### src/rtl/mul_shift_acc_if.sv
// Operand/result bundle for the 16x16 shift-add multiplier.
interface mul_shift_acc_if;
  logic        start;
  logic [15:0] a;
  logic [15:0] b;
  logic        busy;
  logic        done;
  logic [31:0] product;

  modport master (output start, a, b, input busy, done, product);
  modport slave  (input start, a, b, output busy, done, product);
endinterface

### src/rtl/mul_shift_acc.sv
// Sequential 16x16 unsigned shift-add multiplier, one partial product per clock.
// Optional early termination once the multiplier is exhausted: MUL_SHIFT_ACC_EARLY_EXIT_EN.
module mul_shift_acc (
  input  logic                 clk,
  input  logic                 rst,
  mul_shift_acc_if.slave       bus
);

  localparam int unsigned OP_W   = 16;
  localparam int unsigned PROD_W = 32;
  localparam int unsigned CNT_W  = 5;
  localparam int unsigned STEPS  = 16;

  typedef enum logic {IDLE = 1'b0, RUN = 1'b1} state_t;

  state_t              state, state_nxt;
  logic [PROD_W-1:0]   mcand, mcand_nxt;
  logic [OP_W-1:0]     mplier, mplier_nxt;
  logic [PROD_W-1:0]   acc, acc_nxt;
  logic [CNT_W-1:0]    cnt, cnt_nxt;
  logic                busy_r, busy_nxt;
  logic                done_r, done_nxt;
  logic [PROD_W-1:0]   product_r, product_nxt;
  logic                term_c;

  // Operation ends after all steps, or as soon as no multiplier bits remain.
`ifdef MUL_SHIFT_ACC_EARLY_EXIT_EN
  assign term_c = (cnt == CNT_W'(STEPS)) || (mplier == OP_W'(0));
`else
  assign term_c = (cnt == CNT_W'(STEPS));
`endif

  // State register
  always_ff @(posedge clk or posedge rst) begin
    if (rst) state <= IDLE;
    else     state <= state_nxt;
  end

  // Next-state logic
  always_comb begin
    state_nxt = state;
    unique case (state)
      IDLE: if (bus.start) state_nxt = RUN;
      RUN:  if (term_c)    state_nxt = IDLE;
      default: state_nxt = IDLE;
    endcase
  end

  // Datapath and output next values
  always_comb begin
    mcand_nxt   = mcand;
    mplier_nxt  = mplier;
    acc_nxt     = acc;
    cnt_nxt     = cnt;
    busy_nxt    = busy_r;
    done_nxt    = 1'b0;
    product_nxt = product_r;
    unique case (state)
      IDLE: begin
        if (bus.start) begin
          mcand_nxt  = {16'h0, bus.a};
          mplier_nxt = bus.b;
          acc_nxt    = PROD_W'(0);
          cnt_nxt    = CNT_W'(0);
          busy_nxt   = 1'b1;
        end
      end
      RUN: begin
        if (term_c) begin
          product_nxt = acc;
          done_nxt    = 1'b1;
          busy_nxt    = 1'b0;
        end else begin
          acc_nxt    = acc + (mplier[0] ? mcand : PROD_W'(0));
          mcand_nxt  = mcand << 1;
          mplier_nxt = mplier >> 1;
          cnt_nxt    = cnt + CNT_W'(1);
        end
      end
      default: ;
    endcase
  end

  // Datapath and output registers
  always_ff @(posedge clk or posedge rst) begin
    if (rst) begin
      mcand     <= PROD_W'(0);
      mplier    <= OP_W'(0);
      acc       <= PROD_W'(0);
      cnt       <= CNT_W'(0);
      busy_r    <= 1'b0;
      done_r    <= 1'b0;
      product_r <= PROD_W'(0);
    end else begin
      mcand     <= mcand_nxt;
      mplier    <= mplier_nxt;
      acc       <= acc_nxt;
      cnt       <= cnt_nxt;
      busy_r    <= busy_nxt;
      done_r    <= done_nxt;
      product_r <= product_nxt;
    end
  end

  assign bus.busy    = busy_r;
  assign bus.done    = done_r;
  assign bus.product = product_r;

endmodule

### src/flat_wrapper.sv
// flat-port wrapper written by rule: the top's interface ports become plain ports
module mul_shift_acc_flat 
  (clk, rst, bus_start, bus_a, bus_b, bus_busy, bus_done, bus_product);
  mul_shift_acc_if bus_i ();
  input  logic clk;
  input  logic rst;
  input wire logic [$bits(bus_i.start)-1:0] bus_start;
  input wire logic [$bits(bus_i.a)-1:0] bus_a;
  input wire logic [$bits(bus_i.b)-1:0] bus_b;
  output wire logic [$bits(bus_i.busy)-1:0] bus_busy;
  output wire logic [$bits(bus_i.done)-1:0] bus_done;
  output wire logic [$bits(bus_i.product)-1:0] bus_product;
  assign bus_i.start = bus_start;
  assign bus_i.a = bus_a;
  assign bus_i.b = bus_b;
  assign bus_busy = bus_i.busy;
  assign bus_done = bus_i.done;
  assign bus_product = bus_i.product;
  mul_shift_acc u_core (.clk(clk), .rst(rst), .bus(bus_i));
endmodule
### config.mk
export PLATFORM = sky130hd
export DESIGN_NAME = mul_shift_acc_flat
export DESIGN_NICKNAME = d
export VERILOG_FILES = /design/src/rtl/mul_shift_acc_if.sv /design/src/rtl/mul_shift_acc.sv /design/src/flat_wrapper.sv
export SDC_FILE = /design/constraint.sdc
export NUM_CORES = 1
export LEC_CHECK = 0
export CORE_MARGIN = 3
export CORE_UTILIZATION = 52
export CTS_CLUSTER_DIAMETER = 100
export DETAILED_ROUTE_END_ITERATION = 6
export PLACE_DENSITY = 0.88
export SETUP_SLACK_MARGIN = 0.02
export SLEW_MARGIN = 10
export SYNTH_ARGS = -nofsm -noshare
export SYNTH_HDL_FRONTEND = slang
export SYNTH_SLANG_ARGS = --single-unit
export TNS_END_PERCENT = 30
### constraint.sdc
create_clock -name clk -period 4.1 [get_ports clk]
set_input_delay 1.025 -clock clk [delete_from_list [all_inputs] [get_ports clk]]
set_output_delay 1.025 -clock clk [all_outputs]
set_load 0.02 [all_outputs]
; ---- Yosys cells after proc, flatten, opt, wreduce, memory -nomap -nowiden
; Index checks and enable logic that the tools add are counted.
[word_totals]
word_cells = 39
inputBits = 35
output_inout_bits = 34
reg_bits = 120
[op_classes]
n_addsub = 2
reduce_logical = 3
n_mux = 21
n_bitwise = 1
eq_ne = 4
[ops]
columns = cell, count
row1 = $mux W32, 5
row2 = $pmux W32 S2, 2
row3 = $add A32 B32 Y32, 1
row4 = $mux W16, 2
row5 = $pmux W16 S2, 1
row6 = $mux W5, 2
row7 = $pmux W5 S2, 1
row8 = $mux W1, 6
row9 = $ne A2 B2 Y1 const B, 3
row10 = $reduce_and A2 Y1, 3
row11 = $add A5 B1 Y5 const B, 1
row12 = $eq A5 B5 Y1 const B, 1
row13 = $pmux W1 S2, 2
row14 = $not A1 Y1, 1

; ---- Depth between registers and ports, before layout
[logic_depth]
word_depth = 4
mapped_depth = 13
mapped_depth_nobuf = 12

; ---- Worst setup path before layout
; No wires, ideal clock.
[synth_timing]
kind = register -> register
start = register u_core.mplier[0]
end = register u_core.acc[24]
period_less_slack_ns = 2.812
t_arrival_ns = 2.720
setup_time_ns = 0.092
required_time_ns = 4.008
setup_slack_ns = 1.288
stages_incl_launch_ff = 14
path_buffers = 1
cell_sequence = dfrtp_1 -> clkbuf_1 -> and2_1 -> ha_1 -> inv_1 -> fa_1 -> nand2b_1 -> a21oi_2 -> o2111ai_2 -> a31oi_1 -> o211ai_1 -> a31o_1 -> and3_1 -> o31ai_2
[synth_between]
elab_chain_cells = 4
[synth_lines]
columns = item, line
row1 = "start, declared", mul_shift_acc.sv:18  ; logic [OP_W-1:0] mplier, mplier_nxt;
row2 = "start signal, assigned", mul_shift_acc.sv:96  ; mplier <= mplier_nxt;
row3 = $mux W32, mul_shift_acc.sv:74  ; acc_nxt = acc + (mplier[0] ? mcand : PROD_W'(0));
row4 = $add A32 B32 Y32, mul_shift_acc.sv:74
row5 = $mux W32, mul_shift_acc.sv:69  ; if (term_c) begin
row6 = $pmux W32 S2, mul_shift_acc.sv:58  ; unique case (state)
row7 = "end signal, assigned", mul_shift_acc.sv:97  ; acc <= acc_nxt;
row8 = "end, declared", mul_shift_acc.sv:19  ; logic [PROD_W-1:0] acc, acc_nxt;
; No other way between the ends. The select of a mux whose other input is x is not followed.
; A chain may end at the register's enable or synchronous reset.

; ---- Worst setup path in the final report
; Same ends and word-level chain as after synthesis.

==> metrics.txt <==
status completed; Synth area leaders dfrtp_1, nand2_1, ha_1, mux2_2, o21ai_0; Cell Area, Synth around 6700 um^2; final clock skew 9.41 ps; Syn Nets 768; main combinational cell family by area after synthesis simple AND/OR/NAND/NOR gates; gr usage total 0.229; Hold Buf Count CTS 0; Finish-stage setup viols 0; fin. max-slew vios 0; Most used DFF post-synth dfrtp_1; iteration-0 DRC count of the detailed router 390; fraction of layout cells with a size suffix above 1 0.115; clk slew on worst S/H paths 60 ps; Antenna Cells 0; clock sinks 120; Least-Margin Pin Slew roughly 1100 ps; worst hold-check path type reg -> reg; Fillers about 970; max_cap viols 0; cell area after layout 8040 um^2; instance area at placement 7460 um^2; Synth cell types 61; FF+latch count, synth 120; initial antenna violation count 0; Synth area leader dfrtp_1; # nets final 824; wire per inst 16.7 um; drt total wl 15,600 um; placed insts 904; kind of critical path reg -> reg; Synth Area in XOR/XNOR 0.0275; I/O Pins 69; Util after Layout 0.656; Slew HR 0.292; multi-input logic area approximately 3400 um^2; LEAKAGE about 3.7 nW; Mapped Cells 699; Synth Area in Compound Gates 0.159; CTS max path bufs 2; DRC 0; leading cell types by count after synthesis dfrtp_1, nand2_1, o21ai_0; CTS tree done; number of global-route vias before repair 5,436; simple-gate share of the synthesized area 0.184; Initial Utilization 0.544; Port-buffer cells 68; CP endpoint kind flop; postcts setup bufs 0; largest net degree at the start of global routing 121; Worst EP arrival 3860 ps; CP required roughly 4400 ps; Synth top area share 0.450; vias after detailed routing 5,477; core area 12,300 um^2; hold slack final about 470 ps; Slowest-stage cell, CP dfrtp_1; FF+latch area 3000 um^2; Final Hold Viols 0; RSZ-0062 raised after global routing no; worst hold stages 2; worst reg2reg path depth 12; top-count cell post-synth dfrtp_1; yosys warns 0; area grow syn2layout 20.4%; CP Cell Sequence and2_1, ha_1, inv_1, fa_1, nand2b_1, a21oi_2, o2111ai_2, a31oi_1, o211ai_1, a31o_1, and3_1, o31ai_2; Max FO, Critical Path 33; setup_tns 0 ps; Finished Layout Cells 936; CTS H-Tree Depth 4; mux contribution to synthesized area 0.0778; post-CTS sizing 0; grt ovf 0; Die Wd ~120 um; FFs w/ async S/R, synth 1.00; crit-path max cell delay a little over 900 ps; Seq/Total Area, Yosys 0.450; Post-Synth Adder-Cell Area 0.0648; clock root buffer clkbuf_16; drt pass-1 iters 5; fin crit share 0.862; dpl hpwl around 11,000 um; die height 119 um; Site Rows 40; Clk Latency, worst-skew pair 430 ps; gpl congestion 0.970; first-pass GRT wire length 26,300 um; Worst setup SP type flop; Post-synth EDFFs 0; CTS buffer count 17; power per cell area 855 nW/um^2; vias per std cell 5.85; Antenna Nets Post-Route 0; Avg Cell Area, Syn 9.55 um^2; die area 14,200 um^2; max frequency ~280 MHz; VDD IR max 0.370 mV; Period minus WS final around 3500 ps
==> flip-flops by register name, summed over array words and instances (netlist names) <==
| signal | flops |
|---|---|
| u_core.acc | 32 |
| u_core.bus.busy | 1 |
| u_core.bus.done | 1 |
| u_core.bus.product | 32 |
| u_core.cnt | 5 |
| u_core.mcand | 32 |
| u_core.mplier | 16 |
| u_core.state | 1 |
==> report_power, final <==
group          switching, W  internal (W)
clock network      0.000547      0.000924
logic               0.00182       0.00137
registers          0.000480       0.00174
total               0.00285       0.00403
==> layer usage <==
metal | up-vias | GRT usage | wire length [um]
met5 | - | 0 | 0
met4 | 0 | 0.100 | 335
met3 | 32 | 0.0556 | 1040
met2 | 185 | 0.379 | 7610
met1 | 2677 | 0.286 | 6640
li1 | 2583 | - | -
==> final cells by class <==
class	instances	share of cell area
well taps	168	0.0261
multi-input cells	525	0.427
clock buffers	21	0.0573
inverters	16	0.00794
repair buffers	75	0.0927
flip-flops and latches	120	0.373
clock inverters	11	0.0154
==> logic make-up after synthesis <==
kind of cell,count (synthesis)
and+or+nand+nor,258
AOI/OAI and AO/OA,164
DFF,120
buffers and inverters,54
muxes,48
adders and majority gates,34
xor gates and xnor gates,21
==> stage by stage <==
| step | total power (W) | setup WS, ps |
|---|---|---|
| final | 0.00688 | 565 |
| after global routing | 0.00737 | 328 |
| after CTS | 0.00687 | 604 |
| after detailed placement | 0.00537 | 640 |
| after global placement | 0.00519 | 765 |
| after floorplan | 0.00449 | 1290 |
==> layout by cell type (no fill, tap or decap), drive strengths merged, types with 10 or more instances in the layout <==
cell,n
nand3,48
clkbuf,21
mux2i,17
and2,34
ha,33
clkdlybuf4s50,68
o21ai,58
nor3,10
a21oi,34
xor2,12
a21o,10
nand2,119
a22oi,15
inv,15
mux2,31
dfrtp,120
nor2,17
==> critical path, delay by kind of cell (launching register included) <==
family	cells	cell delay [ps]
compound gates	6	1290
fa+ha+maj	2	570
buf+inv	1	60
flops	1	920
simple gates	3	610
==> worst paths after layout <==
check	from	to	slack (ps)
worst max register to register	u_core.mplier[0]	u_core.acc[24]	560
worst min-delay path	u_core.bus.busy	u_core.bus.busy	470
min in group asynchronous	rst	u_core.bus.product[7]	1070
max in group asynchronous	rst	u_core.mcand[11]	2440
worst min register to register	u_core.bus.busy	u_core.bus.busy	470
worst max-delay path	u_core.mplier[0]	u_core.acc[24]	560
No activity file was read; power rests on OpenSTA's default activity.
==> edit 1: new RTL, config.mk and constraints unchanged <==
The option `MUL_SHIFT_ACC_EARLY_EXIT_EN` is turned on by a define.
--- a/src/rtl/mul_shift_acc.sv
+++ b/src/rtl/mul_shift_acc.sv
@@ -1,5 +1,7 @@
 // Sequential 16x16 unsigned shift-add multiplier, one partial product per clock.
 // Optional early termination once the multiplier is exhausted: MUL_SHIFT_ACC_EARLY_EXIT_EN.
+`define MUL_SHIFT_ACC_EARLY_EXIT_EN
+
 module mul_shift_acc (
   input  logic                 clk,
   input  logic                 rst,
Formal check against the unedited RTL: not equivalent (a bounded check fails within 4 cycles, from zero or initial values and one cycle with rst high).
==> edit 1 against the unedited design <==
Design area down 0.33%. Wire length up 0.36%. Global-route usage up 0.057 points. Area after synthesis down 0.71%. Sequential share of layout area up 0.12 points. Largest cell class unchanged. Worst setup slack better by 390 ps. Hold slack worse by 4.7 ps. Sequential cell count unchanged. Power down 4.7%. Highest routed layer unchanged.
==> edit 1: results <==
set metrics [dict create \
    finalNonFillerCells 988 \
    cts.htree.levels 4 \
    cp_max_fo 19 \
    cts-buffers-inserted 17 \
    worst_slew_margin_rel_pct 31.5 \
    synthMuxAreaShare_pct 2.43 \
    cp_top_family "compound AO/OA/AOI/OAI gates" \
    place_ws_ps 1030 \
    cts_setup_buffers 0 \
    synth.distinct_cells 55 \
    post_drt_wl_per_cell_um 15.9 \
    syn_nets 825 \
    leakagePower_nw 3.86 \
    yosysSeqAreaShare_pct 45.3 \
    grt_pass1_vias 5452 \
    rr_worst_depth 11 \
    antenna_found_initial 0 \
    synth_common_cells "206 x nand2_1, 120 x dfrtp_1, 53 x nand3_1" \
    drt_iter0_drc 470 \
    min_path_type "register to register" \
    peakVddDrop_mv 0.446 \
    grt_use_total_pct 23.0 \
    synth_edf_count 0 \
    synthAdderAreaFrac_pct 6.53 \
    dp_hpwl_mm 10.3 \
    fin_nets 877 \
    dp.cells 957 \
    final_layout_size_suffix_gt1_share_pct 6.83 \
    avgSynthCellArea_um2 8.77 \
    synth_area_leaders "dfrtp_1 45%, nand2_1 12%, ha_1 6.2%" \
    status "finished clean" \
    port_buffers 68 \
    cts_root_buffer "clkbuf_16" \
    ys_warn_count 0 \
    cts_resized 0 \
    viasPerCell 5.74 \
    arrival_ps 3450 \
    yosys.area_share.xor_xnor_pct 3.83 \
    place_area_mm2 0.00745 \
    synth-compound-area-share_pct 15.8 \
    routabilityCongestion 1.01 \
    critPathSlowestCell "dfrtp_1" \
    fin_skew_ps 7.07 \
    n_antenna_cell 0 \
    clkLatencyLatePin_ps 420 \
    drtPass1Iterations 5 \
    grt_first_pass_wirelength_mm 26.3 \
    slowest_delay_ps 580 \
    grt_max_degree 121 \
    fillCellCount 987 \
    seqCellArea_mm2 0.00300 \
]
==> edit 1: cell types whose count changed after synthesis, moves of 4 or more <==
cell      before  now
nand2_1      119  206
mux2_2        31    1
clkbuf_1      29   42
o21ai_1        2   14
a21o_1         7   14
nand4_1        3   10
xnor2_1        9   16
a21oi_1       33   28
nand3_1       48   53
o21a_1         8    3
nand2b_1       6    2
nor3_1         9    5
o21ai_0       56   52
o31ai_1        8    4
==> edit 1: worst paths after layout <==
path	slack [ps]	startpoint	to
worst min register to register	470	u_core.bus.product[24]$_DFFE_PP0P_	u_core.bus.product[24]$_DFFE_PP0P_
worst min-delay path	470	u_core.bus.product[24]$_DFFE_PP0P_	u_core.bus.product[24]$_DFFE_PP0P_
min in group asynchronous	1140	rst	u_core.mcand[6]$_DFFE_PP0P_
worst max register to register	960	u_core.mplier[0]$_DFFE_PP0P_	u_core.acc[28]$_DFFE_PP0P_
worst max-delay path	960	u_core.mplier[0]$_DFFE_PP0P_	u_core.acc[28]$_DFFE_PP0P_
max in group asynchronous	2490	rst	u_core.bus.product[20]$_DFFE_PP0P_
==> edit 1: where the power goes <==
group	total, mW	switching (mW)	leakage (nW)	internal, mW
Combinational	2.96	1.76	2.05	1.20
Sequential	2.16	0.437	1.53	1.72
Clock	1.43	0.516	0.276	0.915
==> edit 1: per-layer routing <==
metal  up-vias  global-route usage (%)  part of all wire, %
met1      2704                    33.1                   46
met2       221                    33.7                   45
met4         0                    8.40                  2.2
met5         -                       0                    0
met3        36                    5.79                  7.1
li1       2706                       -                    -
==> edit 1: final cells by class <==
cell class              instances  area share, %
repair buffers                 78           9.58
inverters                      17          0.843
clock buffers                  22           5.79
well taps                     168           2.62
clock inverters                 9           1.25
multi-input cells             574           42.4
flip-flops and latches        120           37.5
==> edit 2: new RTL, same settings <==
Made on the original files. Make the reset (`rst`) synchronous in 2 clocked blocks.
--- a/src/rtl/mul_shift_acc.sv
+++ b/src/rtl/mul_shift_acc.sv
@@ -31,7 +31,7 @@
 `endif
 
   // State register
-  always_ff @(posedge clk or posedge rst) begin
+  always_ff @(posedge clk) begin
     if (rst) state <= IDLE;
     else     state <= state_nxt;
   end
@@ -82,7 +82,7 @@
   end
 
   // Datapath and output registers
-  always_ff @(posedge clk or posedge rst) begin
+  always_ff @(posedge clk) begin
     if (rst) begin
       mcand     <= PROD_W'(0);
       mplier    <= OP_W'(0);
Function: differs if rst is asserted again (counterexample within 4 cycles, from zero or initial values and one cycle with rst high); with rst held inactive, the same outputs for 10 cycles.
==> edit 2 against the unedited design <==
Utilization shrank 0.75 points. Area after synthesis shrank 2.6%. Sequential cell count is the same. Synthesized cell count up 17%. Count of clock-buffer cells in the layout is 3 lower. Wire length grew 4.9%. Design area fell by 2.3%. Worst setup slack better by 390 ps. Critical path type unchanged. Highest routed layer unchanged.
Power is not compared: it rests on default switching activity, and its combinational part moved more than twofold at a synthesized area within 25%.
==> edit 2: results <==
set metrics [dict create \
    status "finished clean" \
    viasPerCell 5.66 \
    clk_path_buf_depth 2 \
    hold_path.startpoint "u_core.bus.product[13]$_SDFFE_PP0P_" \
    drt_iter0_drc 449 \
    final_layout_size_suffix_gt1_share_pct 7.19 \
    cts_setup_buffers 0 \
    synth_common_cells "127 x nand2_1, 120 x dfxtp_1, 89 x a21oi_1" \
    min_path_type "register to register" \
    dp_hpwl_mm 11.0 \
    synth.distinct_cells 63 \
    critPathSlowestCell "dfxtp_1" \
    arrival_ps 3460 \
    wirelength_mm 16.4 \
    cap_violations 0 \
    p_int_mw 2.21 \
    ys_warn_count 0 \
    cp-startpoint "u_core.mplier[0]$_SDFFE_PP0P_" \
    synth_area_leaders "dfxtp_1 37%, nand2_1 7.3%, a21oi_1 6.9%" \
    worst_pin_slew_ps 1020 \
    grt_pass1_vias 5641 \
    syn_inst 815 \
    fillCellCount 1008 \
    r2r-start "u_core.mplier[0]$_SDFFE_PP0P_" \
    grt_first_pass_wirelength_mm 27.0 \
    syn_nets 884 \
    synth-async-reset-ratio_pct 0 \
    antenna_found_initial 0 \
    cts_resized 0 \
    yosysSeqAreaShare_pct 37.0 \
    synth_ff_type "dfxtp_1" \
    slowest_delay_ps 590 \
    routabilityCongestion 1.05 \
    fin_nets 932 \
    fin_skew_ps 12.0 \
    cp_max_fo 18 \
    port_buffers 68 \
    grt_max_degree 65 \
    grt_use_total_pct 23.6 \
    finalNonFillerCells 1044 \
]
[edit 2: area by class of cell]
cell class	count	area share, %
Clock buffer	18	5.59
Clock inverter	14	1.91
Inverter	17	0.813
Multi-Input combinational cell	629	48.8
Sequential cell	120	30.6
Tap cell	168	2.68
Timing Repair Buffer	78	9.59
[edit 2: metrics by stage]
| stage | instance area, µm² | setup WS (ps) |
|---|---|---|
| final | 7850 | 954 |
| after detailed placement | 7260 | 1010 |
| after CTS | 7850 | 995 |
| after global routing | 7850 | 732 |
| after global placement | 7260 | 1170 |
| after floorplan | 6500 | 1450 |
[edit 2: logic make-up after synthesis]
logic type,Yosys count,share of synthesized area [%]
muxes,31,4.77
adders and majority gates,34,6.66
and+or+nand+nor,320,22.8
xor gates and xnor gates,28,3.77
DFF,120,37.0
AOI/OAI and AO/OA,216,20.8
buffers and inverters,66,4.23
[edit 2: power by group through the flow]
stage | registers, mW | logic, mW | clock network (mW)
after CTS | 1.24 | 0.215 | 1.49
after global routing | 1.25 | 0.237 | 1.53
after floorplan | 1.24 | 0.151 | 0
after global placement | 1.26 | 0.206 | 0
after detailed placement | 1.26 | 0.211 | 0
final | 1.24 | 0.216 | 1.47
[edit 2: final timing paths]
| check | end | slack (ps) | cells after the start |
|---|---|---|---|
| worst max-delay path | u_core.acc[18]$_SDFFE_PP0P_ | 950 | 12 |
| worst min-delay path | u_core.bus.product[13]$_SDFFE_PP0P_ | 450 | 2 |
| worst max register to register | u_core.acc[18]$_SDFFE_PP0P_ | 950 | 12 |
| worst min register to register | u_core.bus.product[13]$_SDFFE_PP0P_ | 450 | 2 |
[edit 2: metal layers]
metal	GRT usage, %	part of all wire, %	vias to the layer above
met2	37.5	45	222
met3	5.29	7.6	25
met5	0	0	-
li1	-	-	2965
met4	9.96	1.8	0
met1	31.0	45	2694
